$ cat config.mk
export PLATFORM = sky130hd
export DESIGN_NAME = barcode_rdr_param
export DESIGN_NICKNAME = d
export VERILOG_FILES = /design/src/rtl/barcode_rdr_param.sv
export SDC_FILE = /design/constraint.sdc
export NUM_CORES = 1
export LEC_CHECK = 0
export CAP_MARGIN = 20
export CORE_UTILIZATION = 40
export DETAILED_ROUTE_END_ITERATION = 12
export PLACE_DENSITY_LB_ADDON = 0.25
export SLEW_MARGIN = 20
export SYNTH_ARGS = -nofsm -noshare
export SYNTH_HDL_FRONTEND = slang
export SYNTH_SLANG_ARGS = --single-unit
$ cat constraint.sdc
create_clock -name clk -period 2.4 [get_ports clk]
set_clock_uncertainty 0.2 [all_clocks]
set_input_delay 0.48 -clock clk [delete_from_list [all_inputs] [get_ports clk]]
set_output_delay 0.48 -clock clk [all_outputs]
set_load 0.02 [all_outputs]
$ cat src/rtl/barcode_rdr_param.sv
// Barcode frame reader: synchronised, glitch-filtered line; a start bit calibrates
// the bit period, then ID_W data bits are sampled one period after each falling edge.
module barcode_rdr_param #(
  parameter int ID_W     = 8,
  parameter int FILT_N   = 3,
  parameter int TMR_W    = 22,
  parameter int TO_SHIFT = 1,
  parameter int CHK_MODE = 0
) (
  input  logic            clk,
  input  logic            rst,
  input  logic            BC,
  input  logic            clr_ID_vld,
  input  logic            clr_err,
  output logic [ID_W-1:0] ID,
  output logic            ID_vld,
  output logic            err,
  output logic [1:0]      err_code
);

  localparam int CNT_W = $clog2(ID_W + 1);
  localparam int LIM_W = TMR_W + TO_SHIFT;
  localparam logic [TMR_W-1:0] TMR_MAX = {TMR_W{1'b1}};

  typedef enum logic [1:0] {
    ST_IDLE  = 2'd0,
    ST_CAL   = 2'd1,
    ST_WAIT  = 2'd2,
    ST_COUNT = 2'd3
  } state_t;

  state_t            state_r;
  logic              bc_meta_r;
  logic              bc_sync_r;
  logic [FILT_N-2:0] hist_r;
  logic [FILT_N-1:0] win_s;
  logic              filt_r;
  logic              filt_d_r;
  logic              rise_s;
  logic              fall_s;
  logic [TMR_W-1:0]  timer_r;
  logic [TMR_W-1:0]  time_prd_r;
  logic [CNT_W-1:0]  bit_cnt_r;
  logic [LIM_W-1:0]  lim_s;
  logic [ID_W-1:0]   word_nxt_s;
  logic              chk_ok_s;

  function automatic logic chk_pass(input logic [ID_W-1:0] w);
    logic ok;
    case (CHK_MODE)
      0:       ok = (w[ID_W-1:ID_W-2] == 2'b00);
      1:       ok = ~(^w);
      default: ok = 1'b1;
    endcase
    return ok;
  endfunction

  // Sample window, edge pulses, timeout limit and the word as it would be after a shift
  always_comb begin
    win_s      = {hist_r, bc_sync_r};
    rise_s     = filt_r & ~filt_d_r;
    fall_s     = ~filt_r & filt_d_r;
    lim_s      = LIM_W'(time_prd_r) << TO_SHIFT;
    word_nxt_s = {ID[ID_W-2:0], filt_r};
    chk_ok_s   = chk_pass(word_nxt_s);
  end

  // Synchroniser, sample history and hysteretic filtered line
  always_ff @(posedge clk) begin
    if (rst) begin
      bc_meta_r <= 1'b1;
      bc_sync_r <= 1'b1;
      hist_r    <= {(FILT_N-1){1'b1}};
      filt_r    <= 1'b1;
      filt_d_r  <= 1'b1;
    end else begin
      bc_meta_r <= BC;
      bc_sync_r <= bc_meta_r;
      hist_r    <= win_s[FILT_N-2:0];
      if (&win_s) begin
        filt_r <= 1'b1;
      end else if (~|win_s) begin
        filt_r <= 1'b0;
      end else begin
        filt_r <= filt_r;
      end
      filt_d_r <= filt_r;
    end
  end

  // Frame FSM; error/valid sets sit after the clears so a set wins the same cycle
  always_ff @(posedge clk) begin
    if (rst) begin
      state_r    <= ST_IDLE;
      timer_r    <= '0;
      time_prd_r <= '0;
      bit_cnt_r  <= '0;
      ID         <= '0;
      ID_vld     <= 1'b0;
      err        <= 1'b0;
      err_code   <= 2'b00;
    end else begin
      if (clr_ID_vld) ID_vld <= 1'b0;
      if (clr_err) begin
        err      <= 1'b0;
        err_code <= 2'b00;
      end
      case (state_r)
        ST_IDLE: begin
          if (fall_s) begin
            timer_r   <= '0;
            bit_cnt_r <= '0;
            ID_vld    <= 1'b0;
            state_r   <= ST_CAL;
          end
        end
        ST_CAL: begin
          if (rise_s) begin
            time_prd_r <= timer_r;
            timer_r    <= '0;
            state_r    <= ST_WAIT;
          end else if (timer_r == TMR_MAX) begin
            err      <= 1'b1;
            err_code <= 2'b11;
            state_r  <= ST_IDLE;
          end else begin
            timer_r <= timer_r + TMR_W'(1);
          end
        end
        ST_WAIT: begin
          if (fall_s) begin
            timer_r <= '0;
            state_r <= ST_COUNT;
          end else if (LIM_W'(timer_r) == lim_s) begin
            err      <= 1'b1;
            err_code <= 2'b01;
            state_r  <= ST_IDLE;
          end else if (timer_r != TMR_MAX) begin
            timer_r <= timer_r + TMR_W'(1);
          end
        end
        ST_COUNT: begin
          if (timer_r == time_prd_r) begin
            ID        <= word_nxt_s;
            bit_cnt_r <= bit_cnt_r + CNT_W'(1);
            if (bit_cnt_r == CNT_W'(ID_W - 1)) begin
              state_r <= ST_IDLE;
              if (chk_ok_s) begin
                ID_vld <= 1'b1;
              end else begin
                err      <= 1'b1;
                err_code <= 2'b10;
              end
            end else begin
              timer_r <= '0;
              state_r <= ST_WAIT;
            end
          end else if (timer_r != TMR_MAX) begin
            timer_r <= timer_r + TMR_W'(1);
          end
        end
        default: state_r <= ST_IDLE;
      endcase
    end
  end

endmodule

==> results.txt <==
The data arrival time of the worst path was 2.58 ns. Number of H-tree levels: 3. The highest attainable clock frequency is 0.390 GHz, and the layout cell share with drive strength beyond 1 is 36.3%. For this run, design rule violations remaining after detail routing come to 0. The checks that failed: negative setup slack. The run gives 690 as the total placed cells including tap cells. After global routing the overflow that remains totals 0. The run gives 61 as the maximum number of pins on one net before global-route repair. The chip height was 101 um. The number of nets handed over by synthesis was 494.

The worst-case IR drop observed on VDD is 193 uV. The tools report the worst max-slew margin expressed relative to the limit as 53.6%. The tools report the minimum setup slack in the final design as -0.167 ns. From left edge to right edge, the die measures 101 um.

Yosys printed 0 warnings. The via count of the first global-routing pass is 3850, and the number of maximum-capacitance constraint violations is 0. The flow ran to the end, but the final reports show violations.

In this run, synthesis inferred 0 flip-flops with an integrated enable. The sequential area share after synthesis is 34.6%. The cell that appears most often on the critical path is sky130_fd_sc_hd__buf_4. The post-detailed-routing wire length came out at 12.4 mm. The floorplan step defined a die boundary enclosing 10200 um^2.

Walking the worst path, the cells encountered are xnor2_1 -> nand4_1 -> nor4_4 -> buf_4 -> buf_4 -> a311o_1 -> nand2_2 -> buf_12 -> a31oi_1 -> o32ai_2. The met2 layer usage reported by global route was 38.2%; the synthesized area per cell was 8.15 um^2. Clock tree synthesis inserted a total of 9 buffers. TritonCTS built the clock tree.

Along the worst path, the maximum fanout reaches 25. After floorplanning, the core was sized to cover 9370 um^2. The largest single stage delay on the critical path is 0.41 ns. The area taken by flip-flops and latches is 1410 um^2, and the share of the cycle needed by the critical path after routing is 107%.

The critical path in this run is classified as reg -> reg. The worst path required time is 2.42 ns, and the met1 usage is 32.9%. Endpoint kind of the worst setup timing path: a register. Dividing the detail-routed via count by the number of cells gives 5.65. The number of antenna violations at the first check in global routing is 0. The logs give 0 for the antenna violation net count after detailed routing and 8.25 mm for the HPWL after detailed placement. The clock reaches the later pin of the worst-skew pair after 0.36 ns. Final-report max-slew violation count: 0. Setup repair after global routing could not meet its margin everywhere. Clock-pin slew was measured on the worst setup and hold paths at 0.07 ns. The final hold violation count came out at 0.

The number of search-and-repair iterations in the first detailed-routing pass is 5, and the area of combinational cells with multiple inputs is 2700 um^2. The first-pass GRT wire length was 19.1 mm. Hold is met by 0.215 ns. The area growth from synthesis to layout is 42.1%. For this design, the slowest cell found on the critical path is sky130_fd_sc_hd__nor4_4. The class of the most critical hold timing path was reg -> reg. The analysis attributes to cell leakage a power of 2.01 nW. The post-layout utilization of the core is 59.7%, and the number of distinct library cells after synthesis is 64.

The leading register cell type out of synthesis is sky130_fd_sc_hd__dfxtp_1. Dividing total power by cell area gives a power density of 428 nW/um^2. The worst setup path is launched from a register. The number of port buffers is 16. The root buffer cell chosen for the clock tree is sky130_fd_sc_hd__clkbuf_8. The logs give 0.908 for the final RePlAce weighted congestion and 715 for the number of standard cells in the layout, taps in and fillers out.

Summing every instance area after synthesis gives 3940 um^2. Dividing the detail-routed wire length by the instance count gives 17.4 um. Most utilized layer in the global route result: met2. The run gives 0 as the antenna diode count. The total global routing track utilization was 24.5%; the clock sink total was 68.

The number of I/O pins is 17, and the final critical path time including I/O delays and setup is 2.57 ns. For met3 alone, demand over resource in global routing was 4.90%. The slew of the pin with the lowest slew margin was 0.696 ns; the count of endpoints failing setup in the final report was 39.

Synthesis produced 483 cells. The proportion of synthesized flip-flops having asynchronous set or reset was 0%. In this run, synthesis produced a sequential element count of 68. The run gives 593 as the number of nets in the finished design. For this configuration, the core starts out at a cell density of 42.0%. The number of cell rows was 35; the total of fill cells in the finished design was 825. No sink is reached through more buffers than the 2 on the longest clock path. For the number of violations reported at the end of detailed-routing iteration 0, the log shows 307. For this block, the via count after detailed routing is 4038. The number of hold-repair buffers added at the cts stage is 0.
logic make-up after synthesis:
| kind of cell | after synthesis | share of synthesized area [%] |
|---|---|---|
| adder cells (fa/ha/maj) | 6 | 1.91 |
| buffers and inverters | 63 | 7.05 |
| AO/OA/AOI/OAI | 121 | 22.1 |
| AND/OR/NAND/NOR | 172 | 22.2 |
| multiplexers | 10 | 2.54 |
| flip-flops | 68 | 34.6 |
| XOR/XNOR | 43 | 9.56 |
area by class of cell:
type                            count  area share (%)
Clock buffer                       10            2.28
Clock inverter                      5           0.961
Inverter                           25            1.68
Multi-Input combinational cell    352            48.2
Sequential cell                    68            25.1
Tap cell                          129            2.88
Timing Repair Buffer              126            18.9
worst max-delay path, delay by kind of cell (launching register included):
family,cells,cell delay (ns)
and+or+nand+nor,3,0.69
AOI/OAI and AO/OA,3,0.55
DFF,1,0.38
buffers and inverters,3,0.46
xor gates and xnor gates,1,0.15
cells in the final DEF (no fill, tap or decap), types with 6 or more instances in the layout:
cell type                         count
sky130_fd_sc_hd__clkbuf_8             9
sky130_fd_sc_hd__nand3_1             11
sky130_fd_sc_hd__dfxtp_2             14
sky130_fd_sc_hd__nand2b_1             6
sky130_fd_sc_hd__nor3_1               6
sky130_fd_sc_hd__a21oi_1             40
sky130_fd_sc_hd__nand2_1             58
sky130_fd_sc_hd__buf_4              101
sky130_fd_sc_hd__clkdlybuf4s50_1     15
sky130_fd_sc_hd__mux2i_1             10
sky130_fd_sc_hd__a31oi_1              7
sky130_fd_sc_hd__inv_1               24
sky130_fd_sc_hd__dfxtp_4              7
sky130_fd_sc_hd__nand4_1             13
sky130_fd_sc_hd__xnor2_1             33
sky130_fd_sc_hd__xnor2_2              7
sky130_fd_sc_hd__nor2_1              29
sky130_fd_sc_hd__or2_2                6
sky130_fd_sc_hd__dfxtp_1             47
power breakdown:
part / switching [mW] / internal, mW
logic: 0.204 / 0.131
clock network: 0.459 / 0.471
registers: 0.00411 / 1.12
per-stage QoR:
stage | setup WS (ns) | power [mW] | TNS [ns] | area [um^2]
floorplan | 0.0138 | 1.33 | 0 | 3960
global placement | -0.191 | 1.43 | -3.44 | 4900
detailed placement | -0.246 | 1.43 | -4.90 | 4900
CTS | -0.169 | 2.38 | -4.06 | 5330
global route | -0.208 | 2.49 | -5.41 | 5600
finish | -0.167 | 2.39 | -3.14 | 5600
final timing paths:
path | from | endpoint | slack [ns] | cells past startpoint
min | bc_meta_r$_SDFF_PP1_ | bc_sync_r$_SDFF_PP1_ | 0.22 | 1
max reg2reg | timer_r[17]$_SDFFE_PP0P_ | timer_r[18]$_SDFFE_PP0P_ | -0.17 | 10
min reg2reg | bc_meta_r$_SDFF_PP1_ | bc_sync_r$_SDFF_PP1_ | 0.22 | 1
max | timer_r[17]$_SDFFE_PP0P_ | timer_r[18]$_SDFFE_PP0P_ | -0.17 | 10
flip-flops by register name, summed over array words and instances, names as in the netlist, 2 cells and up:
signal      cells
time_prd_r     22
timer_r        22
ID              8
bit_cnt_r       4
err_code        2
hist_r          2
state_r         2
cell usage after synthesis, types with 4 or more instances:
cell type                  count  area (um^2)
sky130_fd_sc_hd__nand2b_1      6         37.5
sky130_fd_sc_hd__nand4_1      13         81.3
sky130_fd_sc_hd__nand2_1      61          229
sky130_fd_sc_hd__mux2i_1      10          100
sky130_fd_sc_hd__a32oi_1       5         43.8
sky130_fd_sc_hd__a21oi_1      43          215
sky130_fd_sc_hd__xnor2_1      40          350
sky130_fd_sc_hd__o21a_1        4         30.0
sky130_fd_sc_hd__buf_2        14         70.1
sky130_fd_sc_hd__a31oi_1      14         87.6
sky130_fd_sc_hd__o21ai_0       8         40.0
sky130_fd_sc_hd__ha_1          6         75.1
sky130_fd_sc_hd__clkbuf_1     19         71.3
sky130_fd_sc_hd__o32ai_2       5         81.3
sky130_fd_sc_hd__and2_1        4         25.0
sky130_fd_sc_hd__nor3_1        9         45.0
sky130_fd_sc_hd__nand3_1      14         70.1
sky130_fd_sc_hd__dfxtp_1      68         1360
sky130_fd_sc_hd__nor4_1        6         37.5
sky130_fd_sc_hd__o22ai_1       5         31.3
sky130_fd_sc_hd__nor2_1       31          116
sky130_fd_sc_hd__inv_1        24         90.1
sky130_fd_sc_hd__o32ai_1       4         35.0
sky130_fd_sc_hd__nor2b_1       4         25.0
sky130_fd_sc_hd__or2_2         6         37.5
layer usage:
| metal | share of wire [%] | routed length, um |
|---|---|---|
| met5 | 0 | 0 |
| met4 | 2.6 | 322 |
| met3 | 5.1 | 631 |
| met2 | 47 | 5870 |
| met1 | 45 | 5600 |
repair_timing:
item / 4_1_cts / 5_1_grt
cloned: 0 / 1
setup endpoints to repair: 39 / 40
setup buffers: 7 / 5
resized for setup: 48 / 52
pin swaps: 12 / 22
Power figures use the tool's default switching activity.
